==> src/rtl/debug_response_tx.sv <==
// Debug link response transmitter: frames one response record as SYNC, CMD, LEN, payload (MSB first) [, CHECKSUM].
// Optional checksum byte enabled by defining DEBUG_TX_CHECKSUM_EN.
module debug_response_tx #(
    parameter logic [7:0]  SYNC_BYTE = 8'hA5,
    parameter int unsigned MAX_LEN   = 4
) (
    input  logic        comm_clock,
    input  logic        comm_reset,
    input  logic        resp_valid,
    output logic        resp_ready,
    input  logic [7:0]  resp_cmd,
    input  logic [2:0]  resp_len,
    input  logic [31:0] resp_payload,
    output logic        out_valid,
    input  logic        out_ready,
    output logic [7:0]  out_data,
    output logic        busy
);

    localparam logic [2:0] MAX_LEN_C = 3'(MAX_LEN);

`ifdef DEBUG_TX_CHECKSUM_EN
    typedef enum logic [2:0] {IDLE, SYNC, CMD, LEN, PAYLOAD, CHECKSUM} state_t;
`else
    typedef enum logic [2:0] {IDLE, SYNC, CMD, LEN, PAYLOAD} state_t;
`endif

    state_t      state, state_next;
    logic [7:0]  cmd_r;
    logic [2:0]  len_r;
    logic [31:0] payload_r;
    logic [2:0]  cnt_r;
    logic [2:0]  len_clamped;
    logic [7:0]  pay_byte;
    logic        accept;
    logic        fire;
`ifdef DEBUG_TX_CHECKSUM_EN
    logic [7:0]  sum_r;
`endif

    assign resp_ready  = (state == IDLE);
    assign busy        = (state != IDLE);
    assign accept      = resp_valid && resp_ready;
    assign fire        = out_valid && out_ready;
    assign len_clamped = (resp_len > MAX_LEN_C) ? MAX_LEN_C : resp_len;

    // cnt_r counts down from len, so it also indexes the next byte to send
    always_comb begin
        pay_byte = '0;
        case (cnt_r)
            3'd1:    pay_byte = payload_r[7:0];
            3'd2:    pay_byte = payload_r[15:8];
            3'd3:    pay_byte = payload_r[23:16];
            3'd4:    pay_byte = payload_r[31:24];
            default: pay_byte = '0;
        endcase
    end

    always_ff @(posedge comm_clock or posedge comm_reset) begin
        if (comm_reset) begin
            state     <= IDLE;
            cmd_r     <= '0;
            len_r     <= '0;
            payload_r <= '0;
            cnt_r     <= '0;
`ifdef DEBUG_TX_CHECKSUM_EN
            sum_r     <= '0;
`endif
        end else begin
            state <= state_next;
            if (accept) begin
                cmd_r     <= resp_cmd;
                len_r     <= len_clamped;
                payload_r <= resp_payload;
                cnt_r     <= len_clamped;
`ifdef DEBUG_TX_CHECKSUM_EN
                sum_r     <= '0;
`endif
            end else if (fire) begin
                if (state == PAYLOAD && cnt_r != '0)
                    cnt_r <= cnt_r - 3'd1;
`ifdef DEBUG_TX_CHECKSUM_EN
                if (state == CMD || state == LEN || state == PAYLOAD)
                    sum_r <= sum_r + out_data;
`endif
            end
        end
    end

    always_comb begin
        state_next = state;
        out_valid  = 1'b0;
        out_data   = '0;
        case (state)
            IDLE: begin
                if (resp_valid)
                    state_next = SYNC;
            end
            SYNC: begin
                out_valid = 1'b1;
                out_data  = SYNC_BYTE;
                if (out_ready)
                    state_next = CMD;
            end
            CMD: begin
                out_valid = 1'b1;
                out_data  = cmd_r;
                if (out_ready)
                    state_next = LEN;
            end
            LEN: begin
                out_valid = 1'b1;
                out_data  = {5'b0, len_r};
                if (out_ready) begin
                    if (len_r != '0)
                        state_next = PAYLOAD;
                    else
`ifdef DEBUG_TX_CHECKSUM_EN
                        state_next = CHECKSUM;
`else
                        state_next = IDLE;
`endif
                end
            end
            PAYLOAD: begin
                out_valid = 1'b1;
                out_data  = pay_byte;
                if (out_ready && cnt_r <= 3'd1)
`ifdef DEBUG_TX_CHECKSUM_EN
                    state_next = CHECKSUM;
`else
                    state_next = IDLE;
`endif
            end
`ifdef DEBUG_TX_CHECKSUM_EN
            CHECKSUM: begin
                out_valid = 1'b1;
                out_data  = ~sum_r + 8'd1;
                if (out_ready)
                    state_next = IDLE;
            end
`endif
            default: state_next = IDLE;
        endcase
    end

endmodule
==> config.mk <==
export PLATFORM = sky130hd
export DESIGN_NAME = debug_response_tx
export DESIGN_NICKNAME = d
export VERILOG_FILES = /design/src/rtl/debug_response_tx.sv
export SDC_FILE = /design/constraint.sdc
export NUM_CORES = 1
export LEC_CHECK = 0
export CORE_ASPECT_RATIO = 1.25
export CORE_MARGIN = 4
export CORE_UTILIZATION = 54
export DETAILED_ROUTE_END_ITERATION = 10
export PLACE_DENSITY_LB_ADDON = 0.3
export SYNTH_ARGS = -nofsm -noshare
export SYNTH_HDL_FRONTEND = slang
export SYNTH_SLANG_ARGS = --single-unit
==> constraint.sdc <==
create_clock -name comm_clock -period 3.95 [get_ports comm_clock]
set_input_delay 0.5925 -clock comm_clock [delete_from_list [all_inputs] [get_ports comm_clock]]
set_output_delay 0.5925 -clock comm_clock [all_outputs]
set_load 0.01 [all_outputs]
# Word-level counts from Yosys, hierarchy flattened
# Index checks and enable logic that the tools add are counted.
# Widths: inputs -> output; s select.
# word_totals
register_bits	49
output_inout_bits	11
elab_cells	48
# op_classes
order_cmp	2
n_reduce_logical	13
mux	14
add_sub_neg	1
n_eq_ne	13
# op_table
operator	count
$pmux 8 s4	2
$mux 3	10
$pmux 3 s5	1
$eq 3x2->1 const B	4
$reduce_bool 3->1	3
$ne 2x2->1 const B	4
$eq 3x1->1 const B	2
$eq 3x3->1 const B	2
$reduce_and 5->1	1
$logic_and 1x1->1	4
$reduce_bool 2->1	2
$reduce_or 4->1	1
$gt 3x3->1 const B	1
$le 3x1->1 const B	1
$logic_not 3->1	1
$sub 3x1->3 const B	1
$ne 2x1->1 const B	1
$reduce_and 2->1	1
$mux 1	1

# Logic depth before layout (Yosys ltp)
# Gate-level depths: netlist of run 1.
# depth
ltp_word	6
depth_mapped	6

# Least setup slack after synthesis of run 1
# Ideal clock, no wire load.
# synth_timing
kind	register to output
from	reg cnt_r[0]
to	out out_data[3]
path_buffers	1
path_stages_with_launch	7
slack_ns	1.704
arrival_time_ns	1.653
required_time_ns	3.357
cell_sequence	dfrtp_1 -> inv_1 -> ha_1 -> clkbuf_1 -> or4_1 -> o211ai_2 -> o21ai_0
# synth_via
elab_chain_cells	3
# synth_rtl
element	line_no	text
start: declaration	32	logic [2:0] cnt_r;
start signal: assignment	75	cnt_r <= len_clamped;
start signal: assignment	81	cnt_r <= cnt_r - 3'd1;
$eq 3x3->1 (tied with other cells)	50	case (cnt_r)
$pmux 8 s4 *	50	
$pmux 8 s4 *	94	case (state)
end: declaration	16	output logic [7:0] out_data,
# Mark *: on every way between the ends. The rest lies on a longest branch, timed or not.

# Worst setup path in the final report of run 1
# layout_timing
from	reg cnt_r[0]
to	out out_data[0]
# Same word-level chain as after synthesis.

==> flow_metrics.py, run 1 <==
metrics = {
    "drt": {
        "viasPerCell": 5.441,
        "vias": 2160,
        "wire_per_inst_um": 14.56,
        "dr.pass1.iters": 4,
        "drt-total-wl_um": 5781,
        "drc_errors": 0,
        "drt-initial-drc-count": 141,
        "ant_nets": 0,
    },
    "cts": {
        "cts_buffers": 5,
        "cts_hold_buf": 0,
        "cts_buffer_depth": 2,
        "root_buffer": "clkbuf_8",
        "clk_pin_slew_worst_paths_ps": 90,
        "clk_latency_ps": 300,
        "cts-resized-gates": 0,
        "cts_setup_buffers": 0,
        "htree_levels": 2,
        "cts_sinks": 49,
        "cts_tree": "built",
    },
    "pwr": {
        "clockPowerShare_pct": 13.7,
        "p_per_area_nw_per_um2": 743.6,
        "vdd_ir_drop_max_uv": 321.4,
        "p_total_mw": 2.321,
        "p_sw_share_pct": 40.33,
        "p_int_mw": 1.385,
        "p_seq_share_pct": 41.3,
        "p_leak_nw": 1.500,
        "p_switching_mw": 0.9362,
        "combPwrFrac_pct": 44.9,
    },
    "timing": {
        "slew_headroom_pct": 34.92,
        "fmax_mhz": 321.3,
        "fin_crit_sh_pct": 78.79,
        "setup_violations": 0,
        "fin_skew_ps": 5.206,
        "fin_ws_ps": 837.9,
        "drv_slew": 0,
        "hold_slack_ps": 488.0,
        "tightestPinTransition_ps": 974.8,
        "rsz0062_at_grt": "false",
        "min_period_ps": 3112,
        "setup_tns_ps": 0,
        "hold_viol": 0,
    },
    "floorplanning": {
        "start_util_pct": 56.46,
        "rows": 27,
        "dieArea_um2": 5786,
        "core-area_um2": 4425,
        "ios": 58,
        "die_x_um": 68.84,
        "die_y_um": 84.05,
    },
    "global_routing": {
        "grt_pass1_wl_um": 9156,
        "overflow": 0,
        "grt_pass1_vias": 2035,
        "track_usage_pct": 21.03,
        "antenna_found_initial": 0,
        "grt_max_degree": 50,
    },
    "synth": {
        "synthMuxAreaShare_pct": 0.4006,
        "async_flop_share_pct": 100.0,
        "ys_warn_count": 0,
        "avgSynthCellArea_um2": 8.616,
        "seq_area_frac_synth_pct": 49.07,
        "synth_xor_area_share_pct": 0.7011,
        "synth_cell_type_count": 35,
        "ys_ff_latch": 49,
        "synth_top_area_share_pct": 49.07,
        "synthTopCellsByArea": "dfrtp_1 (49%), nand2_1 (21%), buf_6 (4.1%)",
        "yosysTopAreaCell": "dfrtp_1",
        "synth_flop_cell": "dfrtp_1",
        "synth_top_family_by_area": "simple AND/OR/NAND/NOR gates",
        "synth_nets": 342,
        "synth_simple_gate_area_share_pct": 27.74,
        "syn_area_um2": 2499,
        "synth_edf_count": 0,
        "synthAdderAreaFrac_pct": 2.504,
        "synthCells": 290,
        "synth_compound_area_share_pct": 12.92,
    },
    "worst_setup_path": {
        "crit_type": "flop to primary output",
        "crit_required_ps": 3360,
        "crit_buf_inv": 2,
        "cp_cell_sequence": "inv_1 > ha_1 > or4_1 > o211ai_2 > o22ai_1 > clkdlybuf4s50_1",
        "worst_setup_path_end_kind": "primary output",
        "crit_slowest_cell": "or4_1",
        "crit_start": "cnt_r[0]$_DFFE_PP0P_",
        "critPathTopFamily": "buffers and inverters",
        "cp-start-kind": "flop",
        "critPathMaxStageDelay_ps": 510,
        "cp.arrival_ps": 2520,
        "crit_fanout": 9,
        "r2r-start": "state[2]$_DFFE_PP0P_",
    },
    "placement": {
        "dp_hpwl_um": 4120,
        "numPortBuffers": 57,
        "pre_cts_ws_ps": 1184,
        "gp_congestion": 0.8629,
        "place_inst": 389,
    },
    "hold_path": {
        "hp-class": "flop to flop",
        "hold_path.startpoint": "payload_r[1]$_DFFE_PP0P_",
    },
    "final_layout": {
        "instances_no_fill": 397,
        "drive_gt1_share_pct": 4.720,
        "fin_nets": 390,
        "layout-area-overhead-vs-synth_pct": 24.94,
        "diodes": 0,
        "mostFrequentLayoutCells": "nand2_1 (138), clkdlybuf4s50_1 (57), dfrtp_1 (49), a22oi_1 (10), a21oi_1 (10)",
        "final_common_cell": "nand2_1",
    },
    "status": {
        "status": "completed",
    },
    "run": {
        "drv_cap": 0,
    },
}
## state kept, by name, indices dropped and copies added, names as in the netlist
name,count
payload_r,32
state,3
cnt_r,3
len_r,3
cmd_r,8
## logic make-up after synthesis
logic type	count (synthesis)
DFF	49
xor gates and xnor gates	2
adders and majority gates	5
buffers and inverters	25
muxes	1
AOI/OAI and AO/OA	45
and+or+nand+nor	163
## synth_stat cells (2+ instances only)
master,number
a21oi_1,10
a22o_1,8
a22oi_1,10
buf_2,4
buf_6,9
clkbuf_1,6
dfrtp_1,49
ha_1,5
inv_1,6
nand2_1,138
nand2b_1,4
nand3_1,3
nand3b_1,2
nand4_1,2
nor2_1,4
nor2b_1,3
o211ai_1,2
o21ai_0,4
o22ai_1,4
xnor2_1,2
## cell type report
class | count | area [µm²]
fillers | 364 | 1304
flip-flops and latches | 49 | 1226
multi-input cells | 216 | 1106
well taps | 58 | 72.57
inverters | 6 | 22.52
clock buffers | 7 | 96.34
clock inverters | 1 | 5.005
repair buffers | 60 | 593.1
## through the flow
step	area (µm²)	util, %
final	3122	70.54
after global routing	3122	70.54
after CTS	3122	70.54
after detailed placement	3020	68.25
after global placement	3020	68.25
after floorplan	2499	-
## power by group through the flow
stage	registers, mW	clock network, mW	logic [mW]
floorplan	0.845	0	0.821
global placement	0.954	0	1.01
detailed placement	0.962	0	1.03
CTS	0.953	0.323	1.04
global route	0.979	0.343	1.16
finish	0.959	0.319	1.04
## worst register-to-register path, delay by kind of cell (launching register included)
family	cells	cell delay [ps]
AO/OA/AOI/OAI	1	90
flip-flops	1	550
AND/OR/NAND/NOR	2	1080
buffers and inverters	1	380
## per-layer routing
metal | vias up | global-route usage, % | wire length [µm]
met2 | 57 | 35.85 | 2874
met1 | 1048 | 25.97 | 2568
met5 | - | 0 | 0
met3 | 8 | 4.582 | 260
li1 | 1047 | - | -
met4 | 0 | 6.028 | 78
## worst paths after layout
check / endpoint / slack (ps) / depth (start not counted)
hold / removal: payload_r[1]$_DFFE_PP0P_ / 490 / 2
setup / recovery: out_data[0] / 840 / 6
min in group asynchronous: cmd_r[5]$_DFFE_PP0P_ / 830 / 2
hold reg to reg: payload_r[1]$_DFFE_PP0P_ / 490 / 2
max in group asynchronous: len_r[2]$_DFFE_PP0P_ / 2510 / 2
setup reg to reg: cnt_r[0]$_DFFE_PP0P_ / 1720 / 4
Note: power is estimated with default switching activity, not from simulation.
==> run 2: changes to the inputs <==
--- a/config.mk
+++ b/config.mk
@@ -7,7 +7,7 @@
 export LEC_CHECK = 0
 export CORE_ASPECT_RATIO = 1.25
 export CORE_MARGIN = 4
-export CORE_UTILIZATION = 54
+export CORE_UTILIZATION = 50
 export DETAILED_ROUTE_END_ITERATION = 10
 export PLACE_DENSITY_LB_ADDON = 0.3
 export SYNTH_ARGS = -nofsm -noshare
==> constraint.sdc (replaced) <==
create_clock -name comm_clock -period 3.2 [get_ports comm_clock]
set_input_delay 0.48 -clock comm_clock [delete_from_list [all_inputs] [get_ports comm_clock]]
set_output_delay 0.48 -clock comm_clock [all_outputs]
set_load 0.01 [all_outputs]
==> flow_metrics.py, run 2 (same netlist as run 1, synthesis figures left out) <==
metrics = {
    "status": {
        "status": "completed",
    },
    "drt": {
        "vias": 2135,
        "drt-initial-drc-count": 116,
        "dr.pass1.iters": 4,
        "drc_errors": 0,
        "wire_per_inst_um": 14.54,
        "drt-total-wl_um": 5803,
        "viasPerCell": 5.351,
        "ant_nets": 0,
    },
    "timing": {
        "setup_violations": 0,
        "fin_ws_ps": 186.6,
        "fin_crit_sh_pct": 94.17,
        "drv_slew": 0,
        "rsz0062_at_grt": "false",
        "fin_skew_ps": 5.006,
        "slew_headroom_pct": 34.29,
        "tightestPinTransition_ps": 984.1,
        "hold_viol": 0,
        "min_period_ps": 3013,
        "setup_tns_ps": 0,
        "fmax_mhz": 331.9,
    },
    "floorplanning": {
        "ios": 58,
        "die_y_um": 87.04,
        "start_util_pct": 52.06,
        "die_x_um": 71.23,
        "rows": 28,
        "core-area_um2": 4800,
        "dieArea_um2": 6200,
    },
    "pwr": {
        "p_leak_nw": 1.500,
        "p_int_mw": 1.709,
        "p_switching_mw": 1.144,
        "p_sw_share_pct": 40.08,
        "vdd_ir_drop_max_uv": 390.9,
        "clockPowerShare_pct": 13.9,
        "p_seq_share_pct": 41.5,
        "p_per_area_nw_per_um2": 913.1,
        "p_total_mw": 2.853,
        "combPwrFrac_pct": 44.6,
    },
    "worst_setup_path": {
        "crit_slowest_cell": "or4_1",
        "cp-start-kind": "flop",
        "crit_start": "cnt_r[1]$_DFFE_PP0P_",
        "crit_type": "flop to primary output",
        "crit_fanout": 10,
        "critPathMaxStageDelay_ps": 550,
        "cp_cell_sequence": "inv_1 > ha_1 > or4_1 > o211ai_2 > o32ai_1 > clkdlybuf4s50_1",
        "r2r-start": "cnt_r[0]$_DFFE_PP0P_",
        "worst_setup_path_end_kind": "primary output",
        "crit_required_ps": 2720,
        "cp.arrival_ps": 2530,
    },
    "final_layout": {
        "top_register": "payload_r",
        "top_regs": "payload_r: 32 flops, cmd_r: 8 flops",
        "diodes": 0,
        "instances_no_fill": 399,
        "fin_nets": 390,
        "fin_util_pct": 65.09,
        "largest_reg_flops": 32,
        "final_common_cell": "nand2_1",
        "mostFrequentLayoutCells": "nand2_1 (138), clkdlybuf4s50_1 (57), dfrtp_1 (49), a22oi_1 (10), a21oi_1 (10)",
        "drive_gt1_share_pct": 4.720,
        "layout-area-overhead-vs-synth_pct": 25.04,
    },
    "placement": {
        "numPortBuffers": 57,
        "pre_cts_ws_ps": 539.7,
        "place_inst": 391,
        "dp_hpwl_um": 4272,
        "gp_congestion": 0.8914,
    },
    "cts": {
        "cts_setup_buffers": 0,
        "cts_buffers": 5,
        "clk_pin_slew_worst_paths_ps": 90,
        "root_buffer": "clkbuf_8",
        "cts_sinks": 49,
        "cts-resized-gates": 0,
        "htree_levels": 2,
        "cts_tree": "built",
        "cts_buffer_depth": 2,
        "cts_hold_buf": 0,
        "clk_latency_ps": 300,
    },
    "hold_path": {
        "hold_path.startpoint": "payload_r[19]$_DFFE_PP0P_",
        "hp-class": "flop to flop",
    },
    "global_routing": {
        "track_usage_pct": 19.59,
        "overflow": 0,
        "grt_max_degree": 50,
        "antenna_found_initial": 0,
        "grt_pass1_vias": 2127,
        "grt_pass1_wl_um": 9653,
    },
    "run": {
        "drv_cap": 0,
    },
}
-- run 2: worst max-delay path: cells and delay by family, from the launching register on --
kind	cells	cell delay [ps]
AO/OA/AOI/OAI	2	340
adder cells (fa/ha/maj)	1	320
AND/OR/NAND/NOR	1	550
buffers and inverters	2	610
flip-flops	1	410
-- run 2: final timing paths --
check	depth (start not counted)	endpoint	slack, ps
max	6	out_data[1]	190
min	2	payload_r[19]$_DFFE_PP0P_	490
max reg2reg	5	cnt_r[1]$_DFFE_PP0P_	1400
min reg2reg	2	payload_r[19]$_DFFE_PP0P_	490
max in group asynchronous	2	payload_r[6]$_DFFE_PP0P_	1860
min in group asynchronous	2	payload_r[29]$_DFFE_PP0P_	730
-- run 2: final cells by class --
| cell class | instances | area, µm² |
|---|---|---|
| Fill cell | 444 | 1675 |
| Sequential cell | 49 | 1226 |
| Multi-Input combinational cell | 216 | 1106 |
| Timing Repair Buffer | 60 | 593.1 |
| Clock buffer | 7 | 96.34 |
| Tap cell | 60 | 75.07 |
| Inverter | 6 | 22.52 |
| Clock inverter | 1 | 5.005 |
-- run 2: power by group through the flow --
stage          Combinational, mW  Sequential (mW)  Clock, mW
3_5_place_dp                1.28             1.19          0
5_1_grt                     1.45             1.22      0.424
6_report                    1.27             1.18      0.398
3_3_place_gp                1.24             1.19          0
2_1_floorplan               1.01             1.04          0
4_1_cts                     1.28             1.18      0.405
-- run 2: per-layer routing --
layer	up-vias	track usage, %	share of wire (%)
met2	62	33.78	50
met1	1005	23.97	42
met4	0	8.205	3.0
met3	16	3.580	5.0
li1	1052	-	-
met5	-	0	0
-- run 2: per-stage QoR --
step / area [µm²] / hold slack (ps)
final: 3124 / 485.1
after global routing: 3124 / 512.5
after CTS: 3124 / 488.9
after detailed placement: 3023 / 467.1
after global placement: 3023 / 460.5
after floorplan: 2499 / 443.9
==> run 3: changes to the inputs <==
--- a/config.mk
+++ b/config.mk
@@ -13,3 +13,4 @@
 export SYNTH_ARGS = -nofsm -noshare
 export SYNTH_HDL_FRONTEND = slang
 export SYNTH_SLANG_ARGS = --single-unit
+export TNS_END_PERCENT = 1
==> results of run 3 <==
No change in the layout: final DEF, timing and power equal those of run 2.
